$ cat config.mk
export PLATFORM = sky130hd
export DESIGN_NAME = seq_pattern_detector
export DESIGN_NICKNAME = d
export VERILOG_FILES = /design/src/rtl/seq_pattern_detector.sv
export SDC_FILE = /design/constraint.sdc
export NUM_CORES = 1
export LEC_CHECK = 0
export ABC_AREA = 1
export CAP_MARGIN = 20
export CORE_ASPECT_RATIO = 0.9
export CORE_UTILIZATION = 51
export DETAILED_ROUTE_END_ITERATION = 6
export HOLD_SLACK_MARGIN = 0.1
export PLACE_DENSITY_LB_ADDON = 0.3
export SLEW_MARGIN = 20
export SYNTH_ARGS = -nofsm -noshare
export SYNTH_HDL_FRONTEND = slang
export SYNTH_SLANG_ARGS = --single-unit
$ cat constraint.sdc
create_clock -name clk -period 2.6 [get_ports clk]
set_input_delay 0.78 -clock clk [delete_from_list [all_inputs] [get_ports clk]]
set_output_delay 0.78 -clock clk [all_outputs]
set_load 0.02 [all_outputs]
$ cat src/rtl/seq_pattern_detector.sv
// Serial bit-pattern detector with a runtime-loadable pattern, length and overlap mode.
// Produces a registered match pulse, a saturating match count, and a pulse on rejected configuration.
module seq_pattern_detector #(
   parameter int                 MAX_LEN     = 8,
   parameter int                 CNT_W       = 8,
   parameter logic [MAX_LEN-1:0] DEF_PATTERN = MAX_LEN'(8'b0001_0101),
   parameter int                 DEF_LEN     = 5,
   parameter bit                 DEF_OVERLAP = 1'b1,
   localparam int                LEN_W       = $clog2(MAX_LEN + 1)
) (
   input  logic               clk,
   input  logic               reset,
   input  logic               in_valid,
   input  logic               input_data,
   input  logic               cfg_load,
   input  logic [MAX_LEN-1:0] cfg_pattern,
   input  logic [LEN_W-1:0]   cfg_len,
   input  logic               cfg_overlap,
   input  logic               clear,
   output logic               sequence_detected,
   output logic [CNT_W-1:0]   match_count,
   output logic               cfg_err
);

   typedef enum logic {
      FILL = 1'b0,
      HUNT = 1'b1
   } state_t;

   state_t             state_reg;
   logic [MAX_LEN-1:0] hist_reg;
   logic [LEN_W-1:0]   fill_reg;
   logic [MAX_LEN-1:0] pattern_reg;
   logic [LEN_W-1:0]   len_reg;
   logic               overlap_reg;
   logic               sequence_detected_reg;
   logic [CNT_W-1:0]   match_count_reg;
   logic               cfg_err_reg;

   logic [MAX_LEN-1:0] hist_next;
   logic [LEN_W-1:0]   fill_next;
   logic [MAX_LEN-1:0] len_mask;
   logic               reached;
   logic               bits_equal;
   logic               match;
   logic               cfg_ok;

   // Only the low len bits of the history take part in the compare.
   for (genvar gi = 0; gi < MAX_LEN; gi++) begin : g_len_mask
      assign len_mask[gi] = (LEN_W'(gi) < len_reg);
   end

   assign hist_next  = {hist_reg[MAX_LEN-2:0], input_data};
   assign fill_next  = (fill_reg == LEN_W'(MAX_LEN)) ? fill_reg : fill_reg + LEN_W'(1);
   assign reached    = (state_reg == HUNT) || (fill_next >= len_reg);
   assign bits_equal = (((hist_next ^ pattern_reg) & len_mask) == '0);
   assign match      = reached && bits_equal;
   assign cfg_ok     = (cfg_len != '0) && (cfg_len <= LEN_W'(MAX_LEN));

   always_ff @(posedge clk or negedge reset) begin
      if (!reset) begin
         state_reg             <= FILL;
         hist_reg              <= '0;
         fill_reg              <= '0;
         pattern_reg           <= DEF_PATTERN;
         len_reg               <= LEN_W'(DEF_LEN);
         overlap_reg           <= DEF_OVERLAP;
         sequence_detected_reg <= 1'b0;
         match_count_reg       <= '0;
         cfg_err_reg           <= 1'b0;
      end else begin
         sequence_detected_reg <= 1'b0;
         cfg_err_reg           <= 1'b0;
         if (cfg_load) begin
            if (cfg_ok) begin
               pattern_reg <= cfg_pattern;
               len_reg     <= cfg_len;
               overlap_reg <= cfg_overlap;
               fill_reg    <= '0;
               state_reg   <= FILL;
            end else begin
               cfg_err_reg <= 1'b1;
            end
         end else if (clear) begin
            hist_reg        <= '0;
            fill_reg        <= '0;
            match_count_reg <= '0;
            state_reg       <= FILL;
         end else if (in_valid) begin
            hist_reg <= hist_next;
            if (match) begin
               sequence_detected_reg <= 1'b1;
               if (match_count_reg != {CNT_W{1'b1}}) begin
                  match_count_reg <= match_count_reg + CNT_W'(1);
               end
               // Non-overlap flushes the fill so the next match needs len fresh bits.
               if (overlap_reg) begin
                  fill_reg  <= fill_next;
                  state_reg <= HUNT;
               end else begin
                  fill_reg  <= '0;
                  state_reg <= FILL;
               end
            end else begin
               fill_reg  <= fill_next;
               state_reg <= reached ? HUNT : FILL;
            end
         end
      end
   end

   assign sequence_detected = sequence_detected_reg;
   assign match_count       = match_count_reg;
   assign cfg_err           = cfg_err_reg;

endmodule

==> results.toml, run 1 <==
[run_status]
result_of_the_run = "finished clean"

[timing]
post-route-period-util_pct = 87.5
fmaxAchievable_mhz = 439
worst_hold_margin_ns = 0.496
report.final.slew_viol_count = 0
final.setup_skew_ns = 0.0104
finalHoldViolCount = 0
timing.final.setup_violations = 0
rsz0062_at_grt = "false"
timing.max_slew.rel_slack_pct = 71.6
final_period_minus_worst_setup_slack_ns = 2.28
worst_slew_pin_slew_ns = 0.425
fin_setup_tns_ns = 0

[floorplan]
initial_utilization_pct = 55.4
die-width_um = 67.3
dieArea_sq_um = 4090
die_height_um = 60.7
num_rows = 20
ios = 29
core_sq_um = 3530

[critical_path]
cp_data_arrival_time_ns = 2.45
timing.critical_path.fanout_max = 9
setup.worst_path.start_class = "flip-flop"
end_kind = "flip-flop"
timing.rr.start = "fill_reg[0]$_DFFE_PN0P_"
setup.reg_to_reg.worst_slack_ns = 0.32
reg_to_reg_end = "match_count[0]$_DFFE_PN0P_"
criticalPathCategory = "flip-flop to flip-flop"
crit_required_ns = 2.78
worst-r2r-cell-count = 15

[clocking]
cts.repair_timing.setup_buffer_count = 0
cts.sinks = 35
cts_repair_resized_insts = 0
tritoncts.num_buffers = 5
cts-root-buf = "clkbuf_8"
clock_latency_ns = 0.29
cts-htree-levels = 2
worst_setup_hold_path_clk_slew_ns = 0.07
hold_buffers = 0
cts_tree = "yes"
ctsLongestPathBuffers = 2

[cells_and_area]
final_net_count = 308
finalInstanceArea_sq_um = 2390
num_antenna_cells = 0
mostFrequentLayoutCell = "nand2_1"
final.fill_count = 286
final_layout_size_suffix_gt1_share_pct = 11.0
areaGrowthSynthToFinish_pct = 22.1
most_used_cells_in_the_layout_excluding_fill_and_tap_cells = "nand2_1, dfrtp_1, clkdlybuf4s50_1"
layout.cells.non_filler = 327

[logic_synthesis]
synth.lib_cells_used.distinct = 27
syn-instance-count = 247
post_synth.cell_area_avg_sq_um = 7.92
synth.yosys.warnings = 0
synth.ff_latch_count = 35
synthesis.area_sq_um = 1960
post_synthesis_sequential_area_ratio_pct = 45.2
mappedNetlistNets = 273

[place]
placed_cells_incl_taps = 319
io_buffers = 28
detailedPlacementHpwl_um = 2910
placed_instance_area_sq_um = 2300
gpl.final_weighted_congestion = 0.851

[global_route]
grt_overflow_total = 0
grt_max_degree = 36
globalRouteTotalUtil_pct = 22.7
antenna_violations_before_repair = 0
global_route_wire_length_before_repair_um = 6810
first_global_vias = 1544

[min_path]
hold_end = "pattern_reg[0]$_DFFE_PN1P_"
timing.hold.worst.start = "pattern_reg[0]$_DFFE_PN1P_"
timing.hold.worst_path_depth = 2
holdCritPathClass = "flip-flop to flip-flop"

[pwr]
power.total_mw = 1.39
p_leak_nw = 1.18
power.ir.vdd_worst_mv = 0.473
cellPowerDensity_nw_per_um2 = 583

[job]
timing.max_cap.violations = 0

[detailed_routing]
first_pass_drt_iterations = 4
initial_drc_count = 106
drc = 0
routed_via_density = 5.12
postRouteWirelength_um = 3940
antenna_violating_nets_post_route = 0
routed-via-count = 1673
drt-wirelength-per-cell_um = 12.0
worst max path at each step:
stage	start	depth (start not counted)	slack (ns)	end
after floorplan	fill_reg[0]$_DFFE_PN0P_	13	0.63	match_count[7]$_DFFE_PN0P_
after global placement	cfg_len[1]	9	0.29	fill_reg[3]$_DFFE_PN0P_
after detailed placement	cfg_len[1]	9	0.27	fill_reg[3]$_DFFE_PN0P_
after CTS	fill_reg[0]$_DFFE_PN0P_	13	0.34	match_count[0]$_DFFE_PN0P_
after global routing	fill_reg[0]$_DFFE_PN0P_	15	0.02	match_count[0]$_DFFE_PN0P_
final	fill_reg[0]$_DFFE_PN0P_	15	0.32	match_count[0]$_DFFE_PN0P_
stage by stage:
| stage | util [%] | worst slack (ns) |
|---|---|---|
| after floorplan | - | 0.628 |
| after global placement | 65.1 | 0.285 |
| after detailed placement | 65.1 | 0.267 |
| after CTS | 67.7 | 0.343 |
| after global routing | 67.7 | 0.0217 |
| final | 67.7 | 0.324 |
layer usage:
layer / up-vias / share of wire [%] / global-route usage, %
li1: 880 / - / -
met1: 758 / 51 / 30.8
met2: 29 / 44 / 36.9
met3: 6 / 3.7 / 5.08
met4: 0 / 1.2 / 6.38
met5: - / 0 / 0
final cells by class:
| class | count | area (sq um) | share of cell area (%) |
|---|---|---|---|
| tap | 44 | 55.1 | 2.31 |
| inverter | 33 | 124 | 5.19 |
| timing repair buffer | 31 | 303 | 12.7 |
| clock buffer | 7 | 86.3 | 3.62 |
| sequential | 35 | 883 | 37.0 |
| clock inverter | 1 | 5.00 | 0.210 |
| multi-input combinational | 176 | 931 | 39.0 |
report_power, final:
part | total, mW | switching (mW) | leakage, nW | internal [mW]
clock | 0.398 | 0.184 | 0.0482 | 0.213
sequential | 0.655 | 0.0477 | 0.451 | 0.607
combinational | 0.339 | 0.199 | 0.684 | 0.140
worst max-delay path, cell delays in order, from the launching register on:
cell and delay [ns]:
dfrtp_1 0.44, inv_1 0.08, ha_1 0.16, nand2_1 0.06, nand3_1 0.06, o21ai_0 0.17, ha_1 0.34, nand2_1 0.05
inv_1 0.07, nand3_1 0.07, nand4_1 0.16, nand3_2 0.13, nand2_4 0.13, nand3_4 0.13, nand2_1 0.09, nand2_1 0.05
kinds of logic after synthesis:
logic type / synth area share, %
adder cells (fa/ha/maj): 4.48
AND/OR/NAND/NOR: 31.7
AO/OA/AOI/OAI: 9.15
XOR/XNOR: 2.24
flip-flops: 45.2
buffers and inverters: 7.23
cell usage after synthesis:
master | n | area [sq um]
a21boi_0 | 1 | 7.51
a21oi_1 | 3 | 15.0
buf_2 | 2 | 10.0
buf_4 | 1 | 7.51
dfrtp_1 | 29 | 726
dfstp_2 | 6 | 158
ha_1 | 7 | 87.6
inv_1 | 27 | 101
inv_2 | 6 | 22.5
nand2_1 | 79 | 297
nand2_4 | 2 | 22.5
nand3_1 | 13 | 65.1
nand3_2 | 2 | 20.0
nand3_4 | 1 | 17.5
nand3b_4 | 1 | 20.0
nand4_1 | 12 | 75.1
nor2_1 | 15 | 56.3
nor2_2 | 2 | 12.5
nor3_1 | 1 | 5.00
nor3b_1 | 4 | 30.0
o21ai_0 | 9 | 45.0
o21ai_1 | 10 | 50.1
o21ai_2 | 1 | 8.76
o21bai_1 | 2 | 15.0
o22ai_1 | 6 | 37.5
xnor2_1 | 1 | 8.76
xor2_1 | 4 | 35.0
No activity file was read; power rests on OpenSTA's default activity.
==> inputs of run 2 (changes only) <==
--- a/config.mk
+++ b/config.mk
@@ -7,8 +7,10 @@
 export LEC_CHECK = 0
 export ABC_AREA = 1
 export CAP_MARGIN = 20
+export CELL_PAD_IN_SITES_DETAIL_PLACEMENT = 1
+export CELL_PAD_IN_SITES_GLOBAL_PLACEMENT = 2
 export CORE_ASPECT_RATIO = 0.9
-export CORE_UTILIZATION = 51
+export CORE_UTILIZATION = 31
 export DETAILED_ROUTE_END_ITERATION = 6
 export HOLD_SLACK_MARGIN = 0.1
 export PLACE_DENSITY_LB_ADDON = 0.3
==> run 2 against run 1 <==
Against the previous run:
- register-to-register slack lost 0.04 ns
- flip-flop and latch count is the same
- non-clock buffer count grew 2
- setup slack lost 0.036 ns
- first-iteration DRC count shrank 70%
- global-route usage shrank 6.9 points
- largest power group unchanged
==> results.toml, run 2 (synthesis results as in run 1) <==
[cells_and_area]
num_antenna_cells = 0
layout.cells.non_filler = 372
mostFrequentLayoutCell = "nand2_1"
final_net_count = 310
most_used_cells_in_the_layout_excluding_fill_and_tap_cells = "nand2_1, dfrtp_1, inv_1, clkdlybuf4s50_1, nor2_1"
final_layout_size_suffix_gt1_share_pct = 11.6
areaGrowthSynthToFinish_pct = 24.8
finalInstanceArea_sq_um = 2440

[detailed_routing]
postRouteWirelength_um = 4730
antenna_violating_nets_post_route = 0
drt-wirelength-per-cell_um = 12.7
first_pass_drt_iterations = 4
routed-via-count = 1701
drc = 0
initial_drc_count = 32
routed_via_density = 4.57

[place]
placed_cells_incl_taps = 364
gpl.final_weighted_congestion = 0.726
placed_instance_area_sq_um = 2360
io_buffers = 28
detailedPlacementHpwl_um = 3590

[critical_path]
crit_path_top_cell_by_count = "nand2_1"
setup.worst_path.start_class = "flip-flop"
timing.critical_path.fanout_max = 9
cp_num_buf_inv = 2
criticalPathCategory = "flip-flop to flip-flop"
cp_data_arrival_time_ns = 2.49
crit_required_ns = 2.78
cp_cell_sequence = "inv_1, ha_1, nand3_1, xor2_1, inv_1, ha_1, o21bai_1, nand2_1, nand4_1, nand3_2, nand2_4, nand3_4, nand2_1, nand2_1"
end_kind = "flip-flop"
max_stage_delay_ns = 0.43
crit_path_top_delay_cell = "dfrtp_1"
critical_path_s_top_delay_family = "simple AND/OR/NAND/NOR gates"

[timing]
timing.max_slew.rel_slack_pct = 46.1
finalHoldViolCount = 0
fin_setup_tns_ns = 0
post-route-period-util_pct = 88.9
rsz0062_at_grt = "false"
report.final.slew_viol_count = 0
final_period_minus_worst_setup_slack_ns = 2.31
final.setup_skew_ns = 0.00350
fmaxAchievable_mhz = 433
worst_slew_pin_slew_ns = 0.809
timing.final.setup_violations = 0

[floorplan]
initial_utilization_pct = 32.0
dieArea_sq_um = 6630
ios = 29
core_sq_um = 6110
die_height_um = 77.4
num_rows = 27
die-width_um = 85.7

[global_route]
global_route_wire_length_before_repair_um = 8250
antenna_violations_before_repair = 0
first_global_vias = 1716
grt_max_degree = 36
grt_overflow_total = 0
globalRouteTotalUtil_pct = 15.8

[clocking]
ctsLongestPathBuffers = 2
cts.sinks = 35
cts_tree = "yes"
cts-htree-levels = 2
cts-root-buf = "clkbuf_8"
tritoncts.num_buffers = 5
clock_latency_ns = 0.28
worst_setup_hold_path_clk_slew_ns = 0.07
cts_repair_resized_insts = 0
cts.repair_timing.setup_buffer_count = 0
hold_buffers = 0

[pwr]
power.ir.vdd_worst_mv = 0.235
cellPowerDensity_nw_per_um2 = 569
p_leak_nw = 1.19
power.total_mw = 1.39

[min_path]
holdCritPathClass = "flip-flop to flip-flop"

[run_status]
result_of_the_run = "finished clean"

[job]
timing.max_cap.violations = 0
-- run 2: cell types whose count changed in the layout (fill, tap and decap cells not counted) --
cell             change
buf_4                +2
clkdlybuf4s50_1      -1
clkbuf_8             -1
buf_2                +1
clkbuf_1             +1
-- run 2: final cells by class --
cell class / instances / area (sq um)
Fill cell: 745 / 3670
Multi-Input combinational cell: 176 / 931
Sequential cell: 35 / 883
Timing Repair Buffer: 33 / 313
Inverter: 33 / 124
Tap cell: 87 / 109
Clock buffer: 7 / 76.3
Clock inverter: 1 / 5.00
-- run 2: per-stage QoR --
step | hold slack [ns] | setup slack (ns) | utilization [%]
floorplan | 0.465 | 0.628 | -
global placement | 0.491 | 0.269 | 38.6
detailed placement | 0.492 | 0.244 | 38.6
CTS | 0.503 | 0.250 | 39.9
global route | 0.510 | 0.0389 | 39.9
finish | 0.502 | 0.289 | 39.9
-- run 2: worst min-delay path, cell delays in order (launching register included) --
cell     delay [ns]
dfstp_2        0.37
inv_1          0.06
o21ai_1        0.07
-- run 2: final timing paths --
| kind | start | endpoint | slack, ns | cells after the start |
|---|---|---|---|---|
| min in group asynchronous | reset | fill_reg[2]$_DFFE_PN0P_ | 0.58 | 1 |
| worst min-delay path | pattern_reg[2]$_DFFE_PN1P_ | pattern_reg[2]$_DFFE_PN1P_ | 0.50 | 2 |
| worst max register to register | fill_reg[0]$_DFFE_PN0P_ | match_count[5]$_DFFE_PN0P_ | 0.29 | 14 |
| worst max-delay path | fill_reg[0]$_DFFE_PN0P_ | match_count[5]$_DFFE_PN0P_ | 0.29 | 14 |
| worst min register to register | pattern_reg[2]$_DFFE_PN1P_ | pattern_reg[2]$_DFFE_PN1P_ | 0.50 | 2 |
| max in group asynchronous | reset | hist_reg[4]$_DFFE_PN0P_ | 1.51 | 1 |
-- run 2: per-layer routing --
| metal | share of wire, % | global-route usage, % | vias up |
|---|---|---|---|
| li1 | - | - | 876 |
| met4 | 1.2 | 5.00 | 0 |
| met5 | 0 | 0 | - |
| met3 | 2.4 | 2.98 | 7 |
| met2 | 44 | 23.8 | 17 |
| met1 | 53 | 22.9 | 801 |
-- run 2: power breakdown --
part,leakage (nW),internal [mW],switching (mW)
Combinational,0.693,0.141,0.208
Clock,0.0422,0.188,0.198
Sequential,0.451,0.607,0.0484
Total,1.19,0.936,0.454
